**src/rtl/present_if.sv**
```systemverilog
// Handshake/bus bundle between the game logic and present_controller.
interface present_if;
   logic        startOfFrame;
   logic        presentDrop;
   logic        presentsVisible;
   logic        col_present;
   logic [10:0] presentX;
   logic [10:0] presentY;
   logic [1:0]  presentType;
   logic        presentActive;
   logic        presentCollected;

   modport slave (
      input  startOfFrame,
      input  presentDrop,
      input  presentsVisible,
      input  col_present,
      output presentX,
      output presentY,
      output presentType,
      output presentActive,
      output presentCollected
   );

   modport master (
      output startOfFrame,
      output presentDrop,
      output presentsVisible,
      output col_present,
      input  presentX,
      input  presentY,
      input  presentType,
      input  presentActive,
      input  presentCollected
   );
endinterface

```
**src/rtl/present_controller.sv**
```systemverilog
// Lifetime of the single falling bonus present: drop, fall per frame, park, remove.
// Optional macro PRESENT_BLINK_EN makes the present blink near the end of its landed time.
module present_controller #(
   parameter int unsigned FALL_SPEED   = 2,
   parameter int unsigned START_Y      = 0,
   parameter int unsigned FLOOR_Y      = 440,
   parameter int unsigned X_MIN        = 64,
   parameter int unsigned LAND_TIMEOUT = 300,
   parameter int unsigned BLINK_FRAMES = 120,
   parameter logic [15:0] LFSR_SEED    = 16'hACE1
) (
   input logic        clk,
   input logic        resetN,
   present_if.slave   pres_io
);

   localparam int unsigned TW = $clog2(LAND_TIMEOUT + 1);

   typedef enum logic [1:0] {StIdle, StFalling, StLanded} state_e;

   state_e        state_q, state_d;
   logic [15:0]   lfsr_q, lfsr_d;
   logic [10:0]   x_q, x_d;
   logic [10:0]   y_q, y_d;
   logic [1:0]    type_q, type_d;
   logic [TW-1:0] timer_q, timer_d;
   logic          active_q, active_d;
   logic          coll_q, coll_d;
   logic [11:0]   y_sum;

   // x^16 + x^14 + x^13 + x^11 + 1, shifting toward the MSB
   assign lfsr_d = {lfsr_q[14:0], lfsr_q[15] ^ lfsr_q[13] ^ lfsr_q[12] ^ lfsr_q[10]};
   assign y_sum  = {1'b0, y_q} + 12'(FALL_SPEED);

   always_comb begin
      state_d = state_q;
      x_d     = x_q;
      y_d     = y_q;
      type_d  = type_q;
      timer_d = timer_q;
      coll_d  = 1'b0;
      if (!pres_io.presentsVisible) begin
         state_d = StIdle;
      end else if (pres_io.col_present && active_q) begin
         state_d = StIdle;
         coll_d  = 1'b1;
      end else begin
         unique case (state_q)
            StIdle: begin
               if (pres_io.presentDrop) begin
                  state_d = StFalling;
                  type_d  = lfsr_q[1:0];
                  x_d     = 11'(X_MIN) + {2'b00, lfsr_q[14:6]};
                  y_d     = 11'(START_Y);
               end
            end
            StFalling: begin
               if (pres_io.startOfFrame) begin
                  if (y_sum >= 12'(FLOOR_Y)) begin
                     y_d     = 11'(FLOOR_Y);
                     timer_d = '0;
                     state_d = StLanded;
                  end else begin
                     y_d = y_sum[10:0];
                  end
               end
            end
            StLanded: begin
               if (pres_io.startOfFrame) begin
                  timer_d = timer_q + 1'b1;
                  if (timer_q == TW'(LAND_TIMEOUT - 1)) state_d = StIdle;
               end
            end
            default: state_d = StIdle;
         endcase
      end
   end

`ifdef PRESENT_BLINK_EN
   always_comb begin
      active_d = (state_d != StIdle);
      if (state_d == StLanded && timer_d >= TW'(LAND_TIMEOUT - BLINK_FRAMES)) begin
         active_d = ~timer_d[3];
      end
   end
`else
   logic unused_blink;
   assign unused_blink = ^BLINK_FRAMES;
   assign active_d     = (state_d != StIdle);
`endif

   always_ff @(posedge clk or negedge resetN) begin
      if (!resetN) begin
         state_q  <= StIdle;
         lfsr_q   <= LFSR_SEED;
         x_q      <= '0;
         y_q      <= 11'(START_Y);
         type_q   <= '0;
         timer_q  <= '0;
         active_q <= 1'b0;
         coll_q   <= 1'b0;
      end else begin
         state_q  <= state_d;
         lfsr_q   <= lfsr_d;
         x_q      <= x_d;
         y_q      <= y_d;
         type_q   <= type_d;
         timer_q  <= timer_d;
         active_q <= active_d;
         coll_q   <= coll_d;
      end
   end

   assign pres_io.presentX         = x_q;
   assign pres_io.presentY         = y_q;
   assign pres_io.presentType      = type_q;
   assign pres_io.presentActive    = active_q;
   assign pres_io.presentCollected = coll_q;

endmodule

```
**src/flat_wrapper.sv**
```systemverilog
// flat-port wrapper written by rule: the top's interface ports become plain ports
module present_controller_flat 
#(
   parameter int unsigned FALL_SPEED   = 2,
   parameter int unsigned START_Y      = 0,
   parameter int unsigned FLOOR_Y      = 440,
   parameter int unsigned X_MIN        = 64,
   parameter int unsigned LAND_TIMEOUT = 300,
   parameter int unsigned BLINK_FRAMES = 120,
   parameter logic [15:0] LFSR_SEED    = 16'hACE1
)
  (clk, resetN, pres_io_startOfFrame, pres_io_presentDrop, pres_io_presentsVisible, pres_io_col_present, pres_io_presentX, pres_io_presentY, pres_io_presentType, pres_io_presentActive, pres_io_presentCollected);
  present_if pres_io_i ();
  input logic clk;
  input logic resetN;
  input wire logic [$bits(pres_io_i.startOfFrame)-1:0] pres_io_startOfFrame;
  input wire logic [$bits(pres_io_i.presentDrop)-1:0] pres_io_presentDrop;
  input wire logic [$bits(pres_io_i.presentsVisible)-1:0] pres_io_presentsVisible;
  input wire logic [$bits(pres_io_i.col_present)-1:0] pres_io_col_present;
  output wire logic [$bits(pres_io_i.presentX)-1:0] pres_io_presentX;
  output wire logic [$bits(pres_io_i.presentY)-1:0] pres_io_presentY;
  output wire logic [$bits(pres_io_i.presentType)-1:0] pres_io_presentType;
  output wire logic [$bits(pres_io_i.presentActive)-1:0] pres_io_presentActive;
  output wire logic [$bits(pres_io_i.presentCollected)-1:0] pres_io_presentCollected;
  assign pres_io_i.startOfFrame = pres_io_startOfFrame;
  assign pres_io_i.presentDrop = pres_io_presentDrop;
  assign pres_io_i.presentsVisible = pres_io_presentsVisible;
  assign pres_io_i.col_present = pres_io_col_present;
  assign pres_io_presentX = pres_io_i.presentX;
  assign pres_io_presentY = pres_io_i.presentY;
  assign pres_io_presentType = pres_io_i.presentType;
  assign pres_io_presentActive = pres_io_i.presentActive;
  assign pres_io_presentCollected = pres_io_i.presentCollected;
  present_controller #(.FALL_SPEED(FALL_SPEED), .START_Y(START_Y), .FLOOR_Y(FLOOR_Y), .X_MIN(X_MIN), .LAND_TIMEOUT(LAND_TIMEOUT), .BLINK_FRAMES(BLINK_FRAMES), .LFSR_SEED(LFSR_SEED)) u_core (.clk(clk), .resetN(resetN), .pres_io(pres_io_i));
endmodule
```
**config.mk**
```make
export PLATFORM = sky130hd
export DESIGN_NAME = present_controller_flat
export DESIGN_NICKNAME = d
export VERILOG_FILES = /design/src/rtl/present_if.sv /design/src/rtl/present_controller.sv /design/src/flat_wrapper.sv
export SDC_FILE = /design/constraint.sdc
export NUM_CORES = 1
export LEC_CHECK = 0
export CAP_MARGIN = 10
export CELL_PAD_IN_SITES_DETAIL_PLACEMENT = 0
export CELL_PAD_IN_SITES_GLOBAL_PLACEMENT = 1
export CORE_UTILIZATION = 40
export DETAILED_ROUTE_END_ITERATION = 8
export DONT_BUFFER_PORTS = 1
export PLACE_DENSITY_LB_ADDON = 0.3
export SLEW_MARGIN = 30
export SYNTH_ARGS = -nofsm -noshare
export SYNTH_HDL_FRONTEND = slang
export SYNTH_SLANG_ARGS = --single-unit
```
**constraint.sdc**
```tcl
create_clock -name clk -period 3.1 [get_ports clk]
set_clock_uncertainty 0.15 [all_clocks]
set_input_delay 0.465 -clock clk [delete_from_list [all_inputs] [get_ports clk]]
set_output_delay 0.465 -clock clk [all_outputs]
set_load 0.005 [all_outputs]
```
==> results of run 1 <==
state kept, by name, indices dropped and copies added, names as in the netlist:
| name | flops |
|---|---|
| u_core.lfsr_q | 16 |
| u_core.pres_io.presentActive | 1 |
| u_core.pres_io.presentCollected | 1 |
| u_core.pres_io.presentType | 2 |
| u_core.pres_io.presentX | 10 |
| u_core.pres_io.presentY | 10 |
| u_core.state_q | 2 |
| u_core.timer_q | 9 |
worst paths after layout:
check                                              to  slack (ns)  cells after the start                        from
min in group asynchronous  u_core.pres_io.presentY[3]        0.51                      2                      resetN
min reg2reg                          u_core.lfsr_q[4]        0.21                      0            u_core.lfsr_q[3]
max reg2reg                         u_core.timer_q[3]        0.23                      7  u_core.pres_io.presentY[1]
max in group asynchronous            u_core.lfsr_q[6]        2.00                      2                      resetN
max                                 u_core.timer_q[3]        0.23                      7  u_core.pres_io.presentY[1]
min                                 u_core.state_q[0]        0.12                      1        pres_io_startOfFrame
metrics by stage:
step                cell area [um^2]  cells
finish                          2530    300
global placement                2370    290
detailed placement              2370    290
global route                    2530    300
floorplan                       2310    224
CTS                             2530    300
synth_stat cells (3+ instances only):
master,count
a21oi_1,15
and3_1,5
buf_4,3
clkbuf_1,4
dfrtp_1,43
dfstp_2,8
ha_1,3
inv_1,4
nand2_1,51
nand3_1,8
nand4_1,3
nor2_1,9
o21ai_0,12
o21ai_1,3
or3_1,6
xnor2_1,4
cells in the final DEF, fill, tap and decap left out, types with 3 or more instances in the layout:
cell type   n
nand2_1    51
and3_1      5
or3_1       6
o21ai_0    12
inv_1       4
buf_4       4
dfstp_2     8
nand3_1     8
dfrtp_1    43
ha_1        3
nand4_1     3
o21ai_1     3
nor2_1      9
a21oi_1    15
xnor2_1     4
clkbuf_8    6
kinds of logic after synthesis:
kind of cell,Yosys count
adder cells (fa/ha/maj),3
flip-flops,51
other,1
XOR/XNOR,6
AO/OA/AOI/OAI,49
buffers and inverters,14
multiplexers,2
AND/OR/NAND/NOR,97
area by class of cell:
cell class	instances	area, um^2
flip-flops and latches	51	1290
inverters	4	15.0
clock buffers	6	82.6
repair buffers	6	67.6
multi-input cells	159	952
clock inverters	2	38.8
fillers	544	3010
well taps	72	90.1
critical path, cell delays in order, from the launching register on:
cell and delay, ns:
dfrtp_1 0.48, ha_1 0.39, nand3_2 0.15, or4b_4 0.57
a2111o_4 0.56, o21ai_4 0.24, or3_1 0.15, a21oi_1 0.06
metal layers:
layer / up-vias / GRT usage
li1: 787 / -
met1: 761 / 0.222
met2: 41 / 0.254
met3: 4 / 0.0482
met4: 0 / 0.0509
met5: - / 0
power by group through the flow:
stage | clock (uW) | combinational (uW) | sequential (uW)
after detailed placement | 0 | 52.1 | 707
after floorplan | 0 | 48.4 | 699
after global routing | 534 | 78.6 | 697
final | 494 | 68.6 | 694
after CTS | 510 | 71.1 | 694
after global placement | 0 | 51.9 | 706
==> run metrics, run 1 <==
outcome=complete, no violations; number of violations reported at the end of detailed-routing iteration 0=just under 90; setup tns final=0 ns; via count=approximately 1,600; Residual DRC=0; area growth from synthesis to final layout=10.0%; half-perimeter wire length after placement=3100 um; die width=roughly 78 um; Hold Slack=between 0.1 and 0.15 ns; CTS Hold Buffers Added=2; post-route ant nets=0; Net Sw Frac=0.232; Routed Wire Length=about 4600 um; setup ws final=between 0.2 and 0.25 ns; Worst Setup Slack post-DPL=roughly 0.24 ns; combinational family with the most area after synthesis=simple AND/OR/NAND/NOR gates; kind of path behind the tightest hold check=in -> reg; maximum buffer depth of the clock tree=2; final core area utilization=0.457; share of the synthesized area in the top cell type=0.467; post-synthesis cell count=~220; global-route wire length before repair=about 7600 um; Clk network pwr share=0.393; dominant cells by area after synthesis=dfrtp_1, dfstp_2, nand2_1; CP Capture Type=register; critical path peak fanout=8; setup repair after global routing missed its margin=no; die area=slightly above 6000 um^2; sum of internal, switching and leakage power=1260 uW; critical path arrival=approximately 2.9 ns; top metal layer carrying routed signals=met4; combinational cell fraction of total power=0.055; final period utilization=0.927; Synth Flop Type=dfrtp_1; async set-reset flop share out of synthesis=1.00; cell type with the largest total area after synthesis=dfrtp_1; area of the core=about 5500 um^2; H-Tree Depth=2; flops & latches, synth=51; number of search-and-repair iterations in the first detailed-routing pass=4; Routed wire per std cell=approximately 15 um; critical path type=reg -> reg; pin count of the biggest net entering global routing=52; count of instances resized after the clock tree is built=0; unique cell type count in the Yosys netlist=51; complex-gate fraction of the synthesized area=0.148; Synth Area per Inst=between 10 and 15 um^2; fraction of final layout cells sized beyond drive strength 1=0.145; register share of total power=0.552; multiplexer share of the synthesized area=0.00924; Synth Area in Adders=0.0163; count of port buffers added during placement=0; max cap viols=0; Diodes inserted=0; height of the chip=about 78 um; I/O pin total=32; Final Hold Vio Count=0; number of flops mapped to enable cells by yosys=0; Max transition margin=0.592; wl on met1=between 2000 and 2500 um; reported net switching power=291 uW; required time of the critical path=between 3 and 4 ns; Clk pin slew, worst setup/hold paths=roughly 0.10 ns; total met3 wirelength after detailed routing=239 um; CTS tree=done; Setup Buffers After CTS=0; clock insertion delay at the later pin of the skew report=0.30 ns; effective utilization at floorplan=0.416; YS warnings=0; Highest Clock Rate=0.348 GHz; global-route congestion overflow total=0; minimum clock period=roughly 2.9 ns; power per unit of standard cell area=roughly 500 nW/um^2; cell at the root of the clock tree=clkbuf_8; initial antenna violation count=0; simple logic cell fraction of the synthesized area=0.211; cell-internal power=~970 uW; post-synthesis sequential area ratio=0.559; Tightest Pin Transition=0.611 ns; area share of xor/xnor cells in the synthesized design=0.0228; clock tree sinks=a little over 50; worst supply voltage drop on vdd=approximately 0.00021 V; count of final max-slew check failures=0; Final setup violation count=0; std cell rows=27; number of global-route vias before repair=roughly 1,600; weighted congestion at the end of routability-driven global placement=slightly above 0.8; met2 routed WL=about 2100 um; per-cell via count in the routed design=approximately 5.3; crit path launch type=register; cell area after synthesis=~2300 um^2; global-route usage over all layers=0.165; net count reported at finish=between 200 and 250; LEAKAGE=~0.0011 uW; TritonCTS buffer count=5
Note: power is estimated with default switching activity, not from simulation.
==> run 2: changes to the inputs <==
--- a/config.mk
+++ b/config.mk
@@ -9,6 +9,7 @@
 export CELL_PAD_IN_SITES_DETAIL_PLACEMENT = 0
 export CELL_PAD_IN_SITES_GLOBAL_PLACEMENT = 1
 export CORE_UTILIZATION = 40
+export CTS_CLUSTER_DIAMETER = 80
 export DETAILED_ROUTE_END_ITERATION = 8
 export DONT_BUFFER_PORTS = 1
 export PLACE_DENSITY_LB_ADDON = 0.3
==> results of run 2 <==
No change in the layout: final DEF, timing and power equal those of run 1.
